$ cat src/rtl/axi_clint_slave.sv
// Single-beat AXI4 slave exposing the machine-mode CLINT registers: msip, mtimecmp and mtime.
// mtime advances once every TICK_DIV clocks; the timer interrupt is a registered compare.
module axi_clint_slave #(
  parameter int unsigned TICK_DIV = 100
) (
  input  logic        clk,
  input  logic        reset,
  // AW channel
  input  logic        s_awvalid,
  output logic        s_awready,
  input  logic [31:0] s_awaddr,
  input  logic [2:0]  s_awsize,
  // W channel
  input  logic        s_wvalid,
  output logic        s_wready,
  input  logic [63:0] s_wdata,
  input  logic [7:0]  s_wstrb,
  input  logic        s_wlast,
  // B channel
  output logic        s_bvalid,
  input  logic        s_bready,
  output logic [1:0]  s_bresp,
  // AR channel
  input  logic        s_arvalid,
  output logic        s_arready,
  input  logic [31:0] s_araddr,
  input  logic [2:0]  s_arsize,
  // R channel
  output logic        s_rvalid,
  input  logic        s_rready,
  output logic [63:0] s_rdata,
  output logic [1:0]  s_rresp,
  output logic        s_rlast,
  // Timer / interrupt outputs
  output logic [63:0] mtime,
  output logic        irq_m_timer,
  output logic        irq_m_software
);

  localparam logic [15:0] PrescMax   = 16'(TICK_DIV - 1);
  localparam logic [12:0] OffMsip    = 13'h0000;
  localparam logic [12:0] OffCmp     = 13'h0800;
  localparam logic [12:0] OffTime    = 13'h17FF;
  localparam logic [1:0]  RespOkay   = 2'b00;
  localparam logic [1:0]  RespDecerr = 2'b11;

  logic [15:0] presc_q, presc_d;
  logic [63:0] mtime_q, mtime_d;
  logic [63:0] mtimecmp_q, mtimecmp_d;
  logic        msip_q, msip_d;
  logic        irq_timer_q, irq_timer_d;

  logic        aw_held_q, aw_held_d;
  logic [12:0] aw_off_q, aw_off_d;
  logic        w_held_q, w_held_d;
  logic [63:0] w_data_q, w_data_d;
  logic [7:0]  w_strb_q, w_strb_d;
  logic        bvalid_q, bvalid_d;
  logic [1:0]  bresp_q, bresp_d;

  logic        rvalid_q, rvalid_d;
  logic [63:0] rdata_q, rdata_d;
  logic [1:0]  rresp_q, rresp_d;
  logic        rlast_q, rlast_d;

  logic        tick;
  logic        wr_commit;
  logic [12:0] ar_off;

  logic unused_ok;
  assign unused_ok = ^{s_awsize, s_arsize, s_wlast, s_awaddr[31:16], s_awaddr[2:0],
                       s_araddr[31:16], s_araddr[2:0]};

  function automatic logic [63:0] byte_merge(input logic [63:0] old_v,
                                             input logic [63:0] new_v,
                                             input logic [7:0]  strb);
    logic [63:0] res;
    for (int i = 0; i < 8; i++) begin
      res[i*8 +: 8] = strb[i] ? new_v[i*8 +: 8] : old_v[i*8 +: 8];
    end
    return res;
  endfunction

  assign tick      = (presc_q == PrescMax);
  assign wr_commit = aw_held_q && w_held_q && !bvalid_q;
  assign ar_off    = s_araddr[15:3];

  assign s_awready = !aw_held_q && !bvalid_q;
  assign s_wready  = !w_held_q && !bvalid_q;
  assign s_arready = !rvalid_q;

  always_comb begin
    presc_d     = tick ? 16'd0 : presc_q + 16'd1;
    mtime_d     = tick ? mtime_q + 64'd1 : mtime_q;
    mtimecmp_d  = mtimecmp_q;
    msip_d      = msip_q;
    irq_timer_d = (mtime_q >= mtimecmp_q);

    aw_held_d = aw_held_q;
    aw_off_d  = aw_off_q;
    w_held_d  = w_held_q;
    w_data_d  = w_data_q;
    w_strb_d  = w_strb_q;
    bvalid_d  = bvalid_q;
    bresp_d   = bresp_q;

    if (s_awvalid && s_awready) begin
      aw_held_d = 1'b1;
      aw_off_d  = s_awaddr[15:3];
    end
    if (s_wvalid && s_wready) begin
      w_held_d = 1'b1;
      w_data_d = s_wdata;
      w_strb_d = s_wstrb;
    end

    // A software write to mtime overrides the increment computed above.
    if (wr_commit) begin
      bvalid_d = 1'b1;
      bresp_d  = RespOkay;
      case (aw_off_q)
        OffMsip: if (w_strb_q[0]) msip_d = w_data_q[0];
        OffCmp:  mtimecmp_d = byte_merge(mtimecmp_q, w_data_q, w_strb_q);
        OffTime: mtime_d = byte_merge(mtime_q, w_data_q, w_strb_q);
        default: bresp_d = RespDecerr;
      endcase
    end

    if (bvalid_q && s_bready) begin
      bvalid_d  = 1'b0;
      aw_held_d = 1'b0;
      w_held_d  = 1'b0;
    end
  end

  always_comb begin
    rvalid_d = rvalid_q;
    rdata_d  = rdata_q;
    rresp_d  = rresp_q;
    rlast_d  = rlast_q;
    if (s_arvalid && !rvalid_q) begin
      rvalid_d = 1'b1;
      rlast_d  = 1'b1;
      rresp_d  = RespOkay;
      case (ar_off)
        OffMsip: rdata_d = {63'd0, msip_q};
        OffCmp:  rdata_d = mtimecmp_q;
        OffTime: rdata_d = mtime_q;
        default: begin
          rdata_d = 64'd0;
          rresp_d = RespDecerr;
        end
      endcase
    end else if (rvalid_q && s_rready) begin
      rvalid_d = 1'b0;
      rlast_d  = 1'b0;
    end
  end

  always_ff @(posedge clk) begin
    if (reset) begin
      presc_q     <= 16'd0;
      mtime_q     <= 64'd0;
      mtimecmp_q  <= 64'hFFFF_FFFF_FFFF_FFFF;
      msip_q      <= 1'b0;
      irq_timer_q <= 1'b0;
      aw_held_q   <= 1'b0;
      aw_off_q    <= 13'd0;
      w_held_q    <= 1'b0;
      w_data_q    <= 64'd0;
      w_strb_q    <= 8'd0;
      bvalid_q    <= 1'b0;
      bresp_q     <= 2'b00;
      rvalid_q    <= 1'b0;
      rdata_q     <= 64'd0;
      rresp_q     <= 2'b00;
      rlast_q     <= 1'b0;
    end else begin
      presc_q     <= presc_d;
      mtime_q     <= mtime_d;
      mtimecmp_q  <= mtimecmp_d;
      msip_q      <= msip_d;
      irq_timer_q <= irq_timer_d;
      aw_held_q   <= aw_held_d;
      aw_off_q    <= aw_off_d;
      w_held_q    <= w_held_d;
      w_data_q    <= w_data_d;
      w_strb_q    <= w_strb_d;
      bvalid_q    <= bvalid_d;
      bresp_q     <= bresp_d;
      rvalid_q    <= rvalid_d;
      rdata_q     <= rdata_d;
      rresp_q     <= rresp_d;
      rlast_q     <= rlast_d;
    end
  end

  assign s_bvalid       = bvalid_q;
  assign s_bresp        = bresp_q;
  assign s_rvalid       = rvalid_q;
  assign s_rdata        = rdata_q;
  assign s_rresp        = rresp_q;
  assign s_rlast        = rlast_q;
  assign mtime          = mtime_q;
  assign irq_m_timer    = irq_timer_q;
  assign irq_m_software = msip_q;

endmodule

$ cat config.mk
export PLATFORM = sky130hd
export DESIGN_NAME = axi_clint_slave
export DESIGN_NICKNAME = d
export VERILOG_FILES = /design/src/rtl/axi_clint_slave.sv
export SDC_FILE = /design/constraint.sdc
export NUM_CORES = 1
export LEC_CHECK = 0
export CAP_MARGIN = 20
export CORE_MARGIN = 2
export CORE_UTILIZATION = 30
export CTS_BUF_LIST = sky130_fd_sc_hd__clkbuf_16
export CTS_CLUSTER_DIAMETER = 150
export DETAILED_ROUTE_END_ITERATION = 10
export SKIP_LAST_GASP = 1
export SLEW_MARGIN = 20
export SYNTH_ARGS = -nofsm -noshare
export SYNTH_HDL_FRONTEND = slang
export SYNTH_SLANG_ARGS = --single-unit
export TNS_END_PERCENT = 20
$ cat constraint.sdc
create_clock -name clk -period 2.6 [get_ports clk]
set_input_delay 0.26 -clock clk [delete_from_list [all_inputs] [get_ports clk]]
set_output_delay 0.26 -clock clk [all_outputs]
set_load 0.01 [all_outputs]
Word-level counts from Yosys, hierarchy flattened
Index checks and enable logic that the tools add are counted.
{ "op_classes": {"order_cmp": 1, "add_sub_neg": 2, "muxes": 16, "n_reduce_logical": 29, "n_eq_ne": 13} }
{ "ops": {"columns": ["op", "count"], "rows": [
  ["$mux W64", 3],
  ["$pmux W64 S3", 1],
  ["$add A64 B1 Y64 const B", 1],
  ["$ge A64 B64 Y1", 1],
  ["$mux W8", 8],
  ["$reduce_and A3 Y1", 9],
  ["$eq A13 B12 Y1 const B", 2],
  ["$eq A13 B13 Y1 const B", 2],
  ["$logic_not A13 Y1", 2],
  ["$ne A3 B3 Y1 const B", 8],
  ["$add A16 B1 Y16 const B", 1],
  ["$eq A16 B7 Y1 const B", 1],
  ["$logic_and A1 B1 Y1", 9],
  ["$reduce_or A3 Y1", 2],
  ["$logic_not A1 Y1", 4],
  ["$mux W2", 2],
  ["$reduce_or A2 Y1", 2],
  ["$mux W1", 2],
  ["$reduce_bool A2 Y1", 1]
]} }
{ "word_totals": {"word_cells": 90, "output_inout_bits": 140, "ff_bits": 303, "inputBits": 150} }

Depth between registers and ports, before layout
Gate-level depths: netlist (run 1).
{ "depth": {"word_depth": 4, "ltp_mapped": 9, "depth_no_buf": 8} }

Worst setup path before layout (run 1)
No wires, ideal clock.
{ "synth_timing": {"path_type": "flip-flop to flip-flop", "startpoint": "register mtime_q[1] (netlist: mtime[1])", "endpoint": "register mtime_q[48] (netlist: mtime[48])", "n_path_buf": 1, "arrival_ns": 2.388, "path_slack_ns": 0.080, "setup_time_ns": 0.132, "period_less_slack_ns": 2.520, "required_ns": 2.468, "path_stages_with_launch": 9, "cell_sequence": "dfxtp_1 > ha_1 > buf_2 > nor4b_1 > nand4_1 > or4_1 > or2_1 > o41ai_1 > a21oi_1"} }
{ "synth_between": {"elab_chain_len": 4} }
{ "synth_rtl": {"columns": ["element", "line", "source"], "rows": [
  ["from (decl)", "48", "logic [63:0] mtime_q, mtime_d;"],
  ["from (signal assigned)", "180", "mtime_q <= mtime_d;"],
  ["$add A64 B1 Y64 (*)", "94", "mtime_d = tick ? mtime_q + 64'd1 : mtime_q;"],
  ["$mux W64 (*)", "94", null],
  ["$mux W64", "121", "case (aw_off_q)"],
  ["$mux W64 (*)", "118", "if (wr_commit) begin"]
]} }
Mark *: on every way between the ends. The rest lies on a longest branch, timed or not.
A chain may end at the register's enable or synchronous reset.

Worst setup path in the final report (run 1)
{ "layout_timing": {"startpoint": "register presc_q[0]", "endpoint": "register mtime_q[54] (netlist: mtime[54])"} }
{ "layout_between": {"elab_chain_len": 4} }
{ "layout_rtl": {"columns": ["element", "line", "source"], "rows": [
  ["from (decl)", "47", "logic [15:0] presc_q, presc_d;"],
  ["from (signal assigned)", "179", "presc_q <= presc_d;"],
  ["$eq A16 B7 Y1 (*)", "84", "assign tick = (presc_q == PrescMax);"],
  ["$mux W64 (*)", "94", null],
  ["$mux W64", "121", null],
  ["$mux W64 (*)", "118", null]
]} }
Marks and branches as above.

==> reports/results.ini, run 1 <==
[cts]
cts_root_buffer=clkbuf_16
ctsHoldBuffers=0
numCtsBuffers=36
cts_max_level=2
cts_tree=built
clockBufferDepth=3
cts.sinks=301
insertion_delay_ns=0.55
path_clk_slew_ns=0.06

[synth]
syn_nets=2048
synth_top_flop_cell=dfxtp_1
synth_seq_area_share=0.410
syn_area_per_cell_sq_um=8.03
synth_warnings=0
synthDistinctLibCells=73
syn-cell-area_sq_um=14700
synth_edf_count=0
syn_inst=1832
synthArstFlopShare=0
synth-seq-cells=301

[detailed_routing]
ant_nets=0
via_count=14600
drc_errors=0
drt_wl_total_microns=50500
drt_iter0_markers=964
vias_per_cell=5.27
wl_per_cell_microns=18.3
dr.pass1.iters=6

[grt]
grt_remaining_overflow=0
grt_pass1_wl_microns=78900
antenna_found_initial=0
grt_pass1_vias=14100
grt_util_all_layers=0.197
grt_max_degree=145

[finish]
final_area_sq_um=19700
finalNetCount=2335
drive_above_1_share=0.0962
syn2layout_area_growth_pct=33.9
n_antenna_cell=0
fin_cells=2763

[sta]
fin_crit_sh=0.988
fin_crit_ns=2.57
setup_violations=0
fin_skew_ns=0.0132
slew_violations=0
hold_viol_final=0
maxSlewHeadroom=0.474
rsz0062_at_grt=yes
worst_pin_slew_ns=0.789
fmax_mhz=389

[worst_setup_path]
slowest_stage=or4b_4
worst_setup_path_end_kind=register
critPathMostFrequentCell=or3_1
slowest_delay_ns=0.51
crit_chain=ha_1, or4b_4, nor3_4, buf_4, nand4_4, or3_1, or3_1, a31oi_1
cp-start-kind=register
crit_type=register to register
critPathRequiredTime_ns=3.07
critical_path_arrival_ns=3.04
critPathMaxFanout=7

[placement]
gp_congestion=0.862
numPortBuffers=244
dpl_cell_area_sq_um=18500
hpwl_microns=36100
dpl.cell_count=2699

[die]
start_util=0.302
pin_count=290
rows=81
dieArea_sq_um=50800
die_w_microns=225
core_sq_um=48600
die_y_microns=225

[pwr]
cellPowerDensity_nw_per_um2=554
p_leak_uw=0.00815
vdd_ir_drop_max_uv=326

[status]
status=complete, no violations

[run]
maxCapViolCount=0

[min_path]
hp-class=input pin to register

==> state kept, by name, indices dropped and copies added (netlist names), 8 cells and up <==
| signal | cells |
|---|---|
| mtime | 64 |
| mtimecmp_q | 64 |
| s_rdata | 64 |
| w_data_q | 64 |
| presc_q | 16 |
| aw_off_q | 13 |
| w_strb_q | 8 |
==> per-stage QoR <==
step | hold WS, ns | setup WS [ns] | total power [uW] | util | setup TNS [ns]
final | 0.0640 | 0.0325 | 10900 | 0.405 | 0
after global routing | 0.0628 | -0.0992 | 11300 | 0.405 | -0.724
after CTS | 0.0400 | 0.0147 | 11100 | 0.403 | 0
after detailed placement | 0.451 | 0.0422 | 6030 | 0.380 | 0
after global placement | 0.439 | 0.0998 | 6020 | 0.380 | 0
after floorplan | 0.359 | 0.0803 | 5470 | - | 0
==> area by class of cell <==
type                            count  area, sq um
Timing Repair Buffer              359         3430
Tap cell                          622          778
Clock inverter                     23          213
Clock buffer                       37          926
Multi-Input combinational cell   1341         8010
Sequential cell                   301         6030
Inverter                           80          300
Fill cell                        4906        29000
==> power breakdown <==
part,internal [uW],switching (uW)
registers,4780,156
logic,474,506
clock network,2970,2030
==> worst max-delay path: cells and delay by family, from the launching register on <==
kind / cells / cell delay (ns)
compound gates: 1 / 0.16
buf+inv: 1 / 0.18
fa+ha+maj: 1 / 0.24
simple gates: 5 / 1.55
flops: 1 / 0.37
==> what timing repair did <==
| action | CTS | global route |
|---|---|---|
| setup endpoints to repair | 0 | 23 |
| hold endpoints to repair | 0 | 0 |
| buffers inserted | 0 | 4 |
| gates resized for setup | 0 | 5 |
==> layer usage <==
| metal | part of all wire | up-vias | wire (microns) | GRT usage |
|---|---|---|---|---|
| li1 | - | 7130 | - | - |
| met1 | 0.45 | 6934 | 22600 | 0.258 |
| met2 | 0.47 | 427 | 23600 | 0.326 |
| met3 | 0.060 | 80 | 3010 | 0.0395 |
| met4 | 0.026 | 0 | 1300 | 0.0579 |
| met5 | 0 | - | 0 | 0 |
==> cells in the mapped netlist, types with 3 or more instances <==
cell | number | share of area
nand2_1 | 337 | 0.086
dfxtp_1 | 301 | 0.41
a21oi_1 | 142 | 0.048
nor2_1 | 134 | 0.034
nand3_1 | 103 | 0.035
clkbuf_1 | 96 | 0.025
nor3_1 | 87 | 0.030
inv_1 | 80 | 0.020
a221oi_1 | 66 | 0.039
ha_1 | 66 | 0.056
mux2i_1 | 59 | 0.040
nand4_1 | 42 | 0.018
nor4_1 | 38 | 0.016
a211oi_1 | 31 | 0.016
o21ai_0 | 30 | 0.010
a31oi_1 | 26 | 0.011
xnor2_1 | 23 | 0.014
and3_1 | 15 | 0.0064
or3_1 | 12 | 0.0051
nor2b_1 | 11 | 0.0047
o211ai_1 | 10 | 0.0051
or4_1 | 9 | 0.0046
xor2_1 | 8 | 0.0048
o22ai_1 | 7 | 0.0030
and2_1 | 6 | 0.0026
nand2b_1 | 6 | 0.0026
and4_1 | 5 | 0.0030
buf_1 | 5 | 0.0013
nor4_2 | 5 | 0.0043
a2bb2oi_1 | 4 | 0.0024
buf_4 | 4 | 0.0020
o221ai_1 | 4 | 0.0024
or2_2 | 4 | 0.0017
a22oi_1 | 3 | 0.0015
a32oi_1 | 3 | 0.0018
buf_2 | 3 | 0.0010
mux2_2 | 3 | 0.0023
nor3b_1 | 3 | 0.0015
==> path summary, 6_finish.rpt <==
kind / startpoint / endpoint / slack (ns) / cells past startpoint
setup / recovery: presc_q[0] / mtime[54] / 0.03 / 8
hold / removal: reset / w_data_q[33] / 0.06 / 2
setup reg to reg: presc_q[0] / mtime[54] / 0.03 / 8
hold reg to reg: presc_q[0] / presc_q[0] / 0.47 / 1
==> cells in the final DEF (no fill, tap or decap), drive strengths merged, types with 31 or more instances in the layout <==
cell type and instances:
nor4 43, a211oi 31, nor3 90, clkdlybuf4s50 243, nor2 134, mux2i 59, buf 116, nand4 44
nand3 103, nand2 338, inv 88, a221oi 66, dfxtp 301, ha 66, clkbuf 37, a21oi 142
==> cells by family (layout without fill, tap and decap cells) <==
group / after synthesis / after routing / synth area share
flops: 301 / 301 / 0.410
fa+ha+maj: 66 / 66 / 0.0562
simple gates: 836 / 836 / 0.270
xor+xnor: 31 / 31 / 0.0185
mux: 62 / 62 / 0.0425
compound gates: 346 / 346 / 0.153
buf+inv: 190 / 499 / 0.0504
(Power assumes the default switching activity.)
==> inputs of run 2 (changes only) <==
--- a/config.mk
+++ b/config.mk
@@ -11,6 +11,7 @@
 export CTS_BUF_LIST = sky130_fd_sc_hd__clkbuf_16
 export CTS_CLUSTER_DIAMETER = 150
 export DETAILED_ROUTE_END_ITERATION = 10
+export SETUP_SLACK_MARGIN = 0.5
 export SKIP_LAST_GASP = 1
 export SLEW_MARGIN = 20
 export SYNTH_ARGS = -nofsm -noshare
==> run 2 against run 1 <==
Net effect:
- via count is 2.7% higher
- final cell count grew 1.3%
- non-clock buffer count rose by 27
- total power rose by 2.8%
- critical path type unchanged
- critical endpoint is now mtime[33]
==> reports/results.ini, run 2 (same netlist as run 1, synthesis figures left out) <==
[sta]
fin_skew_ns=0.0249  ; +0.0117 ns
fin_crit_sh=0.911  ; -0.0767
worst_pin_slew_ns=0.769  ; -0.0198 ns
slew_violations=0  ; unchanged
setup_violations=0  ; unchanged
fmax_mhz=422  ; +8.4%
hold_viol_final=0  ; unchanged
maxSlewHeadroom=0.487  ; +0.0132
tns_ns=0  ; unchanged
holdWs_ns=0.0272  ; -0.0368 ns
rsz0062_at_grt=yes
fin_crit_ns=2.37  ; -0.200 ns

[pwr]
vdd_ir_drop_max_uv=396  ; +21%
p_leak_uw=0.00861  ; +5.6%
cellPowerDensity_nw_per_um2=546  ; -1.6%

[finish]
syn2layout_area_growth_pct=39.9
n_antenna_cell=0  ; unchanged
final_cell_mix=nand2_1, dfxtp_1, clkdlybuf4s50_1
fill_cells=4880  ; -0.53%
finalNetCount=2365  ; +1.3%
final_common_cell=nand2_1
drive_above_1_share=0.145  ; +0.0489
fin_cells=2799  ; +1.3%

[cts]
ctsHoldBuffers=0  ; unchanged
cts_max_level=2  ; unchanged
insertion_delay_ns=0.55  ; about the same
cts.sinks=301  ; unchanged
cts_tree=built
path_clk_slew_ns=0.06  ; about the same
numCtsBuffers=38  ; +5.6%
cts_root_buffer=clkbuf_16
clockBufferDepth=3  ; unchanged

[placement]
hpwl_microns=36500  ; +0.92%
gp_congestion=0.858  ; -0.52%
numPortBuffers=244  ; unchanged
dpl.cell_count=2685  ; -0.52%

[worst_setup_path]
critPathMaxFanout=3  ; -4
worst_setup_path_end_kind=register
cp-start-kind=register
r2r_slack_ns=0.23  ; +0.20 ns
crit_type=register to register
critical_path_arrival_ns=2.82  ; -0.22 ns
critPathRequiredTime_ns=3.05  ; -0.02 ns

[detailed_routing]
dr.pass1.iters=5  ; -1
drc_errors=0  ; unchanged
drt_iter0_markers=748  ; -22%
wl_per_cell_microns=18.4  ; +0.75%
ant_nets=0  ; unchanged
vias_per_cell=5.35  ; +1.4%
drt_wl_total_microns=51500  ; +2.1%
via_count=15000  ; +2.7%

[die]
die_y_microns=225  ; unchanged
pin_count=290  ; unchanged
start_util=0.302  ; unchanged
rows=81  ; unchanged
die_w_microns=225  ; unchanged
dieArea_sq_um=50800  ; unchanged
core_sq_um=48600  ; unchanged

[grt]
grt_pass1_vias=14800  ; +4.4%
grt_remaining_overflow=0  ; unchanged
grt_util_all_layers=0.201  ; +0.00452
grt_max_degree=139  ; -4.1%
antenna_found_initial=0  ; unchanged
grt_pass1_wl_microns=81200  ; +2.9%

[run]
maxCapViolCount=0  ; unchanged

[min_path]
hp-class=input pin to register

[status]
status=complete, no violations

==> run 2: cell types whose count changed in the layout (fill, tap and decap cells not counted), moves of 9 or more <==
cell / change
dfxtp_1: -27
nand2_1: -10
nor4_1: -9
nor4_4: +11
dfxtp_2: +18
dfxtp_4: +9
buf_4: +17
nand2_2: +10
clkinv_1: +10
buf_6: +9
==> run 2: final cells by class <==
type,instances,area (sq um),area share
Inverter,80,303,0.0147
Tap cell,622,778,0.0378
Clock buffer,40,1000,0.0487
Clock inverter,28,243,0.0118
Sequential cell,301,6080,0.296
Timing Repair Buffer,386,3680,0.179
Multi-Input combinational cell,1342,8480,0.412
==> run 2: through the flow <==
| step | instance area (sq um) | setup slack (ns) | total power [uW] | utilization |
|---|---|---|---|---|
| 4_1_cts | 20200 | 0.289 | 11400 | 0.416 |
| 3_5_place_dp | 18500 | 0.0503 | 6020 | 0.379 |
| 2_1_floorplan | 14800 | 0.290 | 5470 | - |
| 3_3_place_gp | 18500 | 0.104 | 6010 | 0.379 |
| 5_1_grt | 20600 | 0.175 | 11700 | 0.423 |
| 6_report | 20600 | 0.232 | 11200 | 0.423 |
==> run 2: path summary, 6_finish.rpt <==
kind,from,end,cells past startpoint
max reg2reg,presc_q[1],mtime[33],8
min,reset,s_rdata[35],2
max,presc_q[1],mtime[33],8
min reg2reg,aw_off_q[2],aw_off_q[2],2
==> run 2: power breakdown <==
part           total [uW]  switching (uW)  internal, uW
registers            4920             149          4780
clock network        5300            2120          3180
logic                 993             511           481
total               11200            2780          8440
==> run 2: routing by layer <==
metal / up-vias / global-route usage / wire [microns]
li1: 7223 / - / -
met1: 7205 / 0.257 / 22700
met2: 458 / 0.344 / 24800
met3: 75 / 0.0390 / 2980
met4: 0 / 0.0577 / 1110
met5: - / 0 / 0
==> run 2: timing repair <==
| action | in CTS | in global routing |
|---|---|---|
| endpoints found under the setup margin | 76 | 129 |
| pin swaps | 38 | 22 |
| cloned | 0 | 1 |
| gates resized for setup | 66 | 38 |
| setup buffers | 24 | 21 |
==> run 2: worst max-delay path, stage by stage, from the launching register on <==
cell and delay [ns]:
dfxtp_2 0.35, ha_4 0.14, or4b_4 0.47, buf_4 0.15, nor4_2 0.17, nand4_1 0.20, or4_1 0.42, and3_1 0.19
o21a_1 0.17
